$ cat src/rtl/uart_cmd_ctrl_pkg.sv
// Shared definitions for the UART command controller.
// Holds the opcode values, the byte returned for an unknown opcode, and the
// controller state encoding. Imported by the controller top.
package uart_cmd_pkg;

   localparam logic [7:0] OP_ARM   = 8'h01;
   localparam logic [7:0] OP_CLEAR = 8'h02;
   localparam logic [7:0] OP_READ  = 8'h03;
   localparam logic [7:0] OP_ID    = 8'h04;

   localparam logic [7:0] ERR_BYTE = 8'hEE;

   typedef enum logic [2:0] {
      ST_IDLE,
      ST_ARG_HI,
      ST_ARG_LO,
      ST_RD_REQ,
      ST_RD_WAIT,
      ST_SEND,
      ST_GAP,
      ST_CKSUM
   } state_t;

endpackage

$ cat src/rtl/uart_cmd_ctrl_if.sv
// Bus between the UART command controller and its surroundings.
// slave  : controller side (receives UART bytes and memory data, drives
//          transmit, memory address and capture control).
// master : environment side (UART receiver/transmitter, sample memory).
// Signals: data_received/data_rdy (rx byte), trans_en/data_out (tx byte),
//          rd_addr/rd_data (sample memory), arm/clear (capture control),
//          busy, cmd_err (status).
interface uart_cmd_ctrl_if #(
   parameter int ADDR_W = 12
);
   logic [7:0]        data_received;
   logic              data_rdy;
   logic              trans_en;
   logic [7:0]        data_out;
   logic [ADDR_W-1:0] rd_addr;
   logic [7:0]        rd_data;
   logic              arm;
   logic              clear;
   logic              busy;
   logic              cmd_err;

   modport slave (
      input  data_received, data_rdy, rd_data,
      output trans_en, data_out, rd_addr, arm, clear, busy, cmd_err
   );

   modport master (
      output data_received, data_rdy, rd_data,
      input  trans_en, data_out, rd_addr, arm, clear, busy, cmd_err
   );
endinterface

$ cat src/rtl/uart_cmd_ctrl_gap_timer.sv
// Loadable down-counter shared between transmit pacing and the argument
// timeout. Loads on i_load, otherwise counts down and holds at zero.
// Ports: i_clk, i_rst_n (async active-low), i_load, i_load_val,
//        o_zero (terminal count; suppressed while a load is pending so a
//        stale zero from the previous use is never seen).
module uart_cmd_gap_timer #(
   parameter int W = 20
) (
   input  logic         i_clk,
   input  logic         i_rst_n,
   input  logic         i_load,
   input  logic [W-1:0] i_load_val,
   output logic         o_zero
);
   logic [W-1:0] r_count;

   always_ff @(posedge i_clk or negedge i_rst_n) begin
      if (!i_rst_n)
         r_count <= '0;
      else if (i_load)
         r_count <= i_load_val;
      else if (r_count != '0)
         r_count <= r_count - W'(1);
   end

   assign o_zero = (r_count == '0) && !i_load;
endmodule

$ cat src/rtl/uart_cmd_ctrl.sv
// UART command controller.
// Decodes single-byte commands from a UART receiver: ARM/CLEAR pulse the
// capture controls, ID returns DEV_ID, READ takes a 16-bit length and
// streams that many sample-memory bytes, one per BYTE_CYCLES.
// Ports: input_clk, reset (async active-low), bus (uart_cmd_ctrl_if.slave).
// Build option: UART_CMD_CHECKSUM_EN appends an XOR checksum byte to every
// READ stream, including zero-length ones.
//
// state      | meaning
// -----------+---------------------------------------------------------
// ST_IDLE    | waiting for an opcode
// ST_ARG_HI  | READ: waiting for length high byte (timeout armed)
// ST_ARG_LO  | READ: waiting for length low byte (timeout armed)
// ST_RD_REQ  | first sample address presented
// ST_RD_WAIT | first sample data returning, launched at end of cycle
// ST_SEND    | data byte launched this cycle, step to next address
// ST_GAP     | pacing until the next byte slot (or end of response)
// ST_CKSUM   | checksum byte launched, pacing until done
module uart_cmd_ctrl
   import uart_cmd_pkg::*;
#(
   parameter int         BYTE_CYCLES    = 8680,
   parameter int         ADDR_W         = 12,
   parameter int         TIMEOUT_CYCLES = 1000000,
   parameter logic [7:0] DEV_ID         = 8'hA5
) (
   input logic            input_clk,
   input logic            reset,
   uart_cmd_ctrl_if.slave bus
);
   localparam int TMR_MAX = (BYTE_CYCLES > TIMEOUT_CYCLES) ? BYTE_CYCLES : TIMEOUT_CYCLES;
   localparam int TMR_W   = $clog2(TMR_MAX + 1);
   // The load pulse is registered, so the counter starts one cycle after the
   // decision; presetting two short lands terminal count on the last cycle
   // of the window.
   localparam logic [TMR_W-1:0] GAP_PRESET = TMR_W'(BYTE_CYCLES - 2);
   localparam logic [TMR_W-1:0] TO_PRESET  = TMR_W'(TIMEOUT_CYCLES - 2);

   state_t            r_state;
   logic              r_busy, r_trans_en, r_arm, r_clear, r_cmd_err;
   logic [7:0]        r_data_out, r_len_hi;
   logic [ADDR_W-1:0] r_rd_addr;
   logic [15:0]       r_remain;
   logic              r_stream, r_err_pend;
   logic              r_tmr_load;
   logic [TMR_W-1:0]  r_tmr_val;
   logic              w_tmr_zero;
`ifdef UART_CMD_CHECKSUM_EN
   logic [7:0]        r_xor;
`endif

   uart_cmd_gap_timer #(.W(TMR_W)) u_timer (
      .i_clk      (input_clk),
      .i_rst_n    (reset),
      .i_load     (r_tmr_load),
      .i_load_val (r_tmr_val),
      .o_zero     (w_tmr_zero)
   );

   always_ff @(posedge input_clk or negedge reset) begin
      if (!reset) begin
         r_state    <= ST_IDLE;
         r_busy     <= 1'b0;
         r_trans_en <= 1'b0;
         r_arm      <= 1'b0;
         r_clear    <= 1'b0;
         r_cmd_err  <= 1'b0;
         r_data_out <= 8'h00;
         r_len_hi   <= 8'h00;
         r_rd_addr  <= '0;
         r_remain   <= 16'd0;
         r_stream   <= 1'b0;
         r_err_pend <= 1'b0;
         r_tmr_load <= 1'b0;
         r_tmr_val  <= '0;
`ifdef UART_CMD_CHECKSUM_EN
         r_xor      <= 8'h00;
`endif
      end else begin
         r_trans_en <= 1'b0;
         r_arm      <= 1'b0;
         r_clear    <= 1'b0;
         r_cmd_err  <= 1'b0;
         r_tmr_load <= 1'b0;
         case (r_state)
            ST_IDLE: if (bus.data_rdy) begin
               case (bus.data_received)
                  OP_ARM:   r_arm   <= 1'b1;
                  OP_CLEAR: r_clear <= 1'b1;
                  OP_READ: begin
                     r_state    <= ST_ARG_HI;
                     r_busy     <= 1'b1;
                     r_tmr_load <= 1'b1;
                     r_tmr_val  <= TO_PRESET;
                  end
                  OP_ID: begin
                     r_trans_en <= 1'b1;
                     r_data_out <= DEV_ID;
                     r_stream   <= 1'b0;
                     r_state    <= ST_GAP;
                     r_busy     <= 1'b1;
                     r_tmr_load <= 1'b1;
                     r_tmr_val  <= GAP_PRESET;
                  end
                  default: begin
                     // error byte goes out first; cmd_err follows one cycle
                     // later so the two pulses never overlap
                     r_trans_en <= 1'b1;
                     r_data_out <= ERR_BYTE;
                     r_err_pend <= 1'b1;
                     r_stream   <= 1'b0;
                     r_state    <= ST_GAP;
                     r_busy     <= 1'b1;
                     r_tmr_load <= 1'b1;
                     r_tmr_val  <= GAP_PRESET;
                  end
               endcase
            end
            ST_ARG_HI: begin
               if (bus.data_rdy) begin
                  r_len_hi   <= bus.data_received;
                  r_state    <= ST_ARG_LO;
                  r_tmr_load <= 1'b1;
                  r_tmr_val  <= TO_PRESET;
               end else if (w_tmr_zero) begin
                  r_cmd_err <= 1'b1;
                  r_state   <= ST_IDLE;
                  r_busy    <= 1'b0;
               end
            end
            ST_ARG_LO: begin
               if (bus.data_rdy) begin
                  if ({r_len_hi, bus.data_received} != 16'd0) begin
                     r_remain  <= {r_len_hi, bus.data_received};
                     r_rd_addr <= '0;
                     r_stream  <= 1'b1;
                     r_state   <= ST_RD_REQ;
`ifdef UART_CMD_CHECKSUM_EN
                     r_xor     <= 8'h00;
                  end else begin
                     r_trans_en <= 1'b1;
                     r_data_out <= 8'h00;
                     r_state    <= ST_CKSUM;
                     r_tmr_load <= 1'b1;
                     r_tmr_val  <= GAP_PRESET;
                  end
`else
                  end else begin
                     r_state <= ST_IDLE;
                     r_busy  <= 1'b0;
                  end
`endif
               end else if (w_tmr_zero) begin
                  r_cmd_err <= 1'b1;
                  r_state   <= ST_IDLE;
                  r_busy    <= 1'b0;
               end
            end
            ST_RD_REQ: r_state <= ST_RD_WAIT;
            ST_RD_WAIT: begin
               r_trans_en <= 1'b1;
               r_data_out <= bus.rd_data;
               r_remain   <= r_remain - 16'd1;
               r_state    <= ST_SEND;
               r_tmr_load <= 1'b1;
               r_tmr_val  <= GAP_PRESET;
`ifdef UART_CMD_CHECKSUM_EN
               r_xor      <= r_xor ^ bus.rd_data;
`endif
            end
            ST_SEND: begin
               // next sample settles long before the gap expires
               r_rd_addr <= r_rd_addr + ADDR_W'(1);
               r_state   <= ST_GAP;
            end
            ST_GAP: begin
               if (r_err_pend) begin
                  r_cmd_err  <= 1'b1;
                  r_err_pend <= 1'b0;
               end
               if (w_tmr_zero) begin
                  if (r_stream && (r_remain != 16'd0)) begin
                     r_trans_en <= 1'b1;
                     r_data_out <= bus.rd_data;
                     r_remain   <= r_remain - 16'd1;
                     r_state    <= ST_SEND;
                     r_tmr_load <= 1'b1;
                     r_tmr_val  <= GAP_PRESET;
`ifdef UART_CMD_CHECKSUM_EN
                     r_xor      <= r_xor ^ bus.rd_data;
                  end else if (r_stream) begin
                     r_trans_en <= 1'b1;
                     r_data_out <= r_xor;
                     r_state    <= ST_CKSUM;
                     r_tmr_load <= 1'b1;
                     r_tmr_val  <= GAP_PRESET;
`endif
                  end else begin
                     r_state <= ST_IDLE;
                     r_busy  <= 1'b0;
                  end
               end
            end
`ifdef UART_CMD_CHECKSUM_EN
            ST_CKSUM: if (w_tmr_zero) begin
               r_state <= ST_IDLE;
               r_busy  <= 1'b0;
            end
`endif
            default: begin
               r_state <= ST_IDLE;
               r_busy  <= 1'b0;
            end
         endcase
      end
   end

   assign bus.trans_en = r_trans_en;
   assign bus.data_out = r_data_out;
   assign bus.rd_addr  = r_rd_addr;
   assign bus.arm      = r_arm;
   assign bus.clear    = r_clear;
   assign bus.busy     = r_busy;
   assign bus.cmd_err  = r_cmd_err;
endmodule

$ cat src/flat_wrapper.sv
// flat-port wrapper written by rule: the top's interface ports become plain ports
module uart_cmd_ctrl_flat import uart_cmd_pkg::*;
#(
   parameter int         BYTE_CYCLES    = 8680,
   parameter int         ADDR_W         = 12,
   parameter int         TIMEOUT_CYCLES = 1000000,
   parameter logic [7:0] DEV_ID         = 8'hA5
)
  (input_clk, reset, bus_data_received, bus_data_rdy, bus_rd_data, bus_trans_en, bus_data_out, bus_rd_addr, bus_arm, bus_clear, bus_busy, bus_cmd_err);
  uart_cmd_ctrl_if #(.ADDR_W(ADDR_W)) bus_i ();
  input logic input_clk;
  input logic reset;
  input wire logic [$bits(bus_i.data_received)-1:0] bus_data_received;
  input wire logic [$bits(bus_i.data_rdy)-1:0] bus_data_rdy;
  input wire logic [$bits(bus_i.rd_data)-1:0] bus_rd_data;
  output wire logic [$bits(bus_i.trans_en)-1:0] bus_trans_en;
  output wire logic [$bits(bus_i.data_out)-1:0] bus_data_out;
  output wire logic [$bits(bus_i.rd_addr)-1:0] bus_rd_addr;
  output wire logic [$bits(bus_i.arm)-1:0] bus_arm;
  output wire logic [$bits(bus_i.clear)-1:0] bus_clear;
  output wire logic [$bits(bus_i.busy)-1:0] bus_busy;
  output wire logic [$bits(bus_i.cmd_err)-1:0] bus_cmd_err;
  assign bus_i.data_received = bus_data_received;
  assign bus_i.data_rdy = bus_data_rdy;
  assign bus_i.rd_data = bus_rd_data;
  assign bus_trans_en = bus_i.trans_en;
  assign bus_data_out = bus_i.data_out;
  assign bus_rd_addr = bus_i.rd_addr;
  assign bus_arm = bus_i.arm;
  assign bus_clear = bus_i.clear;
  assign bus_busy = bus_i.busy;
  assign bus_cmd_err = bus_i.cmd_err;
  uart_cmd_ctrl #(.BYTE_CYCLES(BYTE_CYCLES), .ADDR_W(ADDR_W), .TIMEOUT_CYCLES(TIMEOUT_CYCLES), .DEV_ID(DEV_ID)) u_core (.input_clk(input_clk), .reset(reset), .bus(bus_i));
endmodule
$ cat config.mk
export PLATFORM = sky130hd
export DESIGN_NAME = uart_cmd_ctrl_flat
export DESIGN_NICKNAME = d
export VERILOG_FILES = /design/src/rtl/uart_cmd_ctrl_pkg.sv /design/src/rtl/uart_cmd_ctrl_if.sv /design/src/rtl/uart_cmd_ctrl_gap_timer.sv /design/src/rtl/uart_cmd_ctrl.sv /design/src/flat_wrapper.sv
export SDC_FILE = /design/constraint.sdc
export NUM_CORES = 1
export LEC_CHECK = 0
export ABC_AREA = 0
export CAP_MARGIN = 20
export CORE_MARGIN = 5
export CORE_UTILIZATION = 57
export CTS_CLUSTER_SIZE = 10
export DETAILED_ROUTE_END_ITERATION = 12
export GPL_TIMING_DRIVEN = 0
export PLACE_DENSITY_LB_ADDON = 0.08
export SYNTH_ARGS = -nofsm -noshare
export SYNTH_HDL_FRONTEND = slang
export SYNTH_SLANG_ARGS = --single-unit
$ cat constraint.sdc
create_clock -name input_clk -period 2.9 [get_ports input_clk]
set_input_delay 0.87 -clock input_clk [delete_from_list [all_inputs] [get_ports input_clk]]
set_output_delay 0.87 -clock input_clk [all_outputs]
set_load 0.01 [all_outputs]
==> flow_results.xml <==
<?xml version="1.0" encoding="UTF-8"?>
<metrics>
  <group name="power_and_ir_drop">
    <metric name="pwr-share-seq" unit="%">55.2</metric>
    <metric name="switching_portion_of_total_power" unit="%">22.9</metric>
    <metric name="combPwrFrac" unit="%">5.1</metric>
    <metric name="vdd_drop_max" unit="uV">198</metric>
    <metric name="finalPower" unit="mW">1.99</metric>
    <metric name="design_internal_power" unit="mW">1.53</metric>
    <metric name="p_leak" unit="nW">2.15</metric>
    <metric name="power_per_cell_area" unit="nW/um2">378</metric>
    <metric name="power_switching" unit="mW">0.456</metric>
    <metric name="clock_power_share" unit="%">39.8</metric>
  </group>
  <group name="sta">
    <metric name="totalNegativeSetupSlack" unit="ns">0</metric>
    <metric name="timing.max_slew.rel_slack" unit="%">60.0</metric>
    <metric name="final-max-slew-violation-count" unit="">0</metric>
    <metric name="timing.final.setup_violations" unit="">0</metric>
    <metric name="tightestPinTransition" unit="ns">0.594</metric>
    <metric name="final_min_period_over_clock_period" unit="%">99.1</metric>
    <metric name="worst_clock_skew" unit="ns">0.00974</metric>
    <metric name="max_freq" unit="MHz">348</metric>
    <metric name="fin_hold_ws" unit="ns">0.462</metric>
    <metric name="hold_viol" unit="">0</metric>
    <metric name="timing.final.ws_setup" unit="ns">0.0259</metric>
    <metric name="fin_crit_period" unit="ns">2.87</metric>
  </group>
  <group name="grt">
    <metric name="grt_first_pass_wirelength" unit="um">18500</metric>
    <metric name="grt_usage" unit="%">23.6</metric>
    <metric name="via_count_of_the_first_global_routing_pass" unit="">3668</metric>
    <metric name="grt_max_degree" unit="">44</metric>
    <metric name="grt.overflow.total" unit="">0</metric>
    <metric name="antenna_violations_before_repair" unit="">0</metric>
  </group>
  <group name="clocking">
    <metric name="cts.reportedPaths.clkPinSlew" unit="ns">0.08</metric>
    <metric name="hold_buffers" unit="">0</metric>
    <metric name="tritoncts_buffer_count" unit="">9</metric>
    <metric name="cts-root-to-sink-buffers" unit="">2</metric>
    <metric name="clock-sinks" unit="">78</metric>
    <metric name="clk-insertion-delay-late" unit="ns">0.36</metric>
    <metric name="clock_root_buffer" unit="">clkbuf_8</metric>
    <metric name="tritoncts" unit="">done</metric>
    <metric name="clock_tree.htree_level_count" unit="">3</metric>
  </group>
  <group name="detailed_routing">
    <metric name="drcViolationCount" unit="">0</metric>
    <metric name="postRouteAntennaNets" unit="">0</metric>
    <metric name="routed_vias_inst" unit="">6.09</metric>
    <metric name="postRouteWirelength" unit="um">10900</metric>
    <metric name="detail_route.wl_per_cell" unit="um">17.3</metric>
    <metric name="drt_iter0_markers" unit="">373</metric>
    <metric name="firstDrtPassIters" unit="">5</metric>
    <metric name="vias" unit="">3858</metric>
  </group>
  <group name="placement">
    <metric name="dpl_worst_slack" unit="ns">-0.700</metric>
    <metric name="buffer_ports.inserted" unit="">40</metric>
    <metric name="dp.final_hpwl" unit="um">7690</metric>
    <metric name="finalWeightedCongestion" unit="">0.916</metric>
  </group>
  <group name="yosys">
    <metric name="synth.net_count" unit="">491</metric>
    <metric name="ys.warnings.count" unit="">0</metric>
    <metric name="postSynth.asyncResetShare" unit="%">100</metric>
    <metric name="post_synth_num_cell_types" unit="">57</metric>
    <metric name="post_synth_inst_count" unit="">468</metric>
    <metric name="synth_edf_count" unit="">0</metric>
    <metric name="postSynthRegisterBits" unit="">78</metric>
    <metric name="ys_seq_area_share" unit="%">43.9</metric>
    <metric name="postSynthAreaPerCell" unit="um2">9.50</metric>
    <metric name="post_synthesis_instance_area" unit="um2">4450</metric>
    <metric name="yosys_most_used_dff" unit="">dfrtp_1</metric>
  </group>
  <group name="setup_path">
    <metric name="cp_max_fo" unit="">10</metric>
    <metric name="timing.critical_path.to_type" unit="">flip-flop</metric>
    <metric name="critical_path_arrival" unit="ns">3.14</metric>
    <metric name="critPathRequiredTime" unit="ns">3.16</metric>
    <metric name="r2r_start" unit="">u_core.r_remain[0]</metric>
    <metric name="critPathLaunch" unit="">bus_data_received[7]</metric>
    <metric name="r2r_setup_slk" unit="ns">0.24</metric>
    <metric name="crit_path_start_kind" unit="">input pin</metric>
    <metric name="worst-setup-path-type" unit="">input pin to flip-flop</metric>
  </group>
  <group name="layout">
    <metric name="drive_gt1_share" unit="%">12.8</metric>
    <metric name="finish.net_count" unit="">549</metric>
    <metric name="n_antenna_cell" unit="">0</metric>
    <metric name="final_core_utilization" unit="%">68.8</metric>
    <metric name="synth_to_layout_area_growth" unit="%">18.3</metric>
  </group>
  <group name="floorplan">
    <metric name="floorplan.initialDensity" unit="%">58.1</metric>
    <metric name="num_io_pins" unit="">44</metric>
    <metric name="die_w" unit="um">98.3</metric>
    <metric name="placementRows" unit="">32</metric>
    <metric name="die-height" unit="um">98.3</metric>
    <metric name="core_area" unit="um2">7650</metric>
    <metric name="die_area" unit="um2">9660</metric>
  </group>
  <group name="run">
    <metric name="cap_viol_max_count" unit="">0</metric>
  </group>
  <group name="run_status">
    <metric name="status" unit="">finished, final reports clean</metric>
  </group>
  <group name="worst_hold_path">
    <metric name="worst_hold_path_type" unit="">input pin to async pin</metric>
  </group>
</metrics>
[final cells by class]
cell class	count	area, um2
fillers	602	2390
multi-input cells	344	2330
flip-flops and latches	78	1950
repair buffers	47	475
clock buffers	12	135
well taps	102	128
plain buffers	25	110
inverters	21	78.8
clock inverters	4	47.5
[worst paths after layout]
| kind | endpoint | cells past startpoint |
|---|---|---|
| max in group asynchronous | u_core.r_len_hi[4] | 2 |
| hold / removal | u_core.u_timer.r_count[11] | 1 |
| setup reg to reg | u_core.bus.data_out[0] | 8 |
| hold reg to reg | u_core.r_err_pend | 2 |
| setup / recovery | u_core.r_remain[4] | 7 |
| min in group input_clk | u_core.r_err_pend | 2 |
[placed cells by master (no fill, tap or decap), types with 3 or more instances in the layout]
cell type	synthesis	final
clkbuf_1	23	25
o211ai_1	5	5
nand3_1	19	19
nor4_1	9	9
nand2b_1	3	3
nor2_1	54	54
or2_2	5	5
or3_1	4	4
a211oi_1	9	9
nor4b_1	4	4
and3_1	5	5
clkbuf_8	0	9
and2_1	3	3
o21ai_0	30	29
a31o_2	3	3
a31oi_1	3	3
nor3_1	22	21
a21oi_1	11	11
mux2_2	11	11
ha_1	4	4
xnor2_1	10	10
o22ai_1	4	4
nand4b_1	4	4
nand4_1	11	11
buf_4	0	6
or4_1	5	5
clkdlybuf4s50_1	0	39
nor2b_1	3	3
nand2_1	34	34
mux2i_1	10	10
a221oi_2	8	8
inv_1	21	21
xor2_1	17	17
dfrtp_1	78	78
[power by group through the flow]
stage	Combinational [mW]	Sequential, mW	Clock (mW)
3_5_place_dp	0.101	1.12	0
3_3_place_gp	0.0961	1.12	0
4_1_cts	0.101	1.10	0.809
5_1_grt	0.112	1.10	0.877
6_report	0.101	1.10	0.791
2_1_floorplan	0.0300	1.12	0
[synth_stat cells, types with 5 or more instances]
cell type  count  area share [%]
dfrtp_1       78              44
nor2_1        54             4.6
nand2_1       34             2.9
o21ai_0       30             3.4
clkbuf_1      23             1.9
nor3_1        22             2.5
inv_1         21             1.8
nand3_1       19             2.1
xor2_1        17             3.3
a21oi_1       11             1.2
mux2_2        11             2.8
nand4_1       11             1.5
mux2i_1       10             2.3
xnor2_1       10             2.0
a211oi_1       9             1.5
nor4_1         9             1.3
a221oi_2       8             2.7
and3_1         5            0.70
o211ai_1       5            0.84
or2_2          5            0.70
or4_1          5            0.84
[critical path, stage by stage]
cell and delay [ns]:
clkdlybuf4s50_1 0.44, or4_4 0.62, or3_1 0.45, o21ai_4 0.24, o21ai_4 0.10, buf_6 0.17, a221oi_2 0.25
[per-stage QoR]
stage,area [um2],cells
CTS,5190,627
detailed placement,4990,611
global route,5260,633
finish,5260,633
global placement,4970,610
floorplan,4450,468
[cell families (layout without fill, tap and decap cells)]
family / count (synthesis) / count (layout) / synth area share (%)
fa+ha+maj: 4 / 4 / 1.13
buf+inv: 46 / 109 / 4.22
compound gates: 94 / 94 / 16.6
simple gates: 198 / 198 / 23.8
flops: 78 / 78 / 43.9
mux: 21 / 21 / 5.04
xor+xnor: 27 / 27 / 5.32
[registers in the layout, summed over array words and instances, names as in the netlist, 3 cells and up]
register                count
u_core.bus.data_out         8
u_core.r_len_hi             8
u_core.r_remain            16
u_core.r_tmr_val            3
u_core.bus.rd_addr         12
u_core.u_timer.r_count     20
u_core.r_state              3
[repair_timing]
item / in CTS / in global routing
hold endpoints to repair: 0 / 0
pin swaps: 1 / 2
buffers inserted: 0 / 6
resized for setup: 5 / 3
setup endpoints to repair: 16 / 20
[routing by layer]
layer  vias to the layer above  global-route usage, %  share of wire [%]
li1                       1820                      -                  -
met1                      1853                   34.0                 46
met2                       163                   34.7                 45
met3                        22                   5.86                6.8
met4                         0                   8.51                1.6
met5                         -                      0                  0
Power figures use the tool's default switching activity.
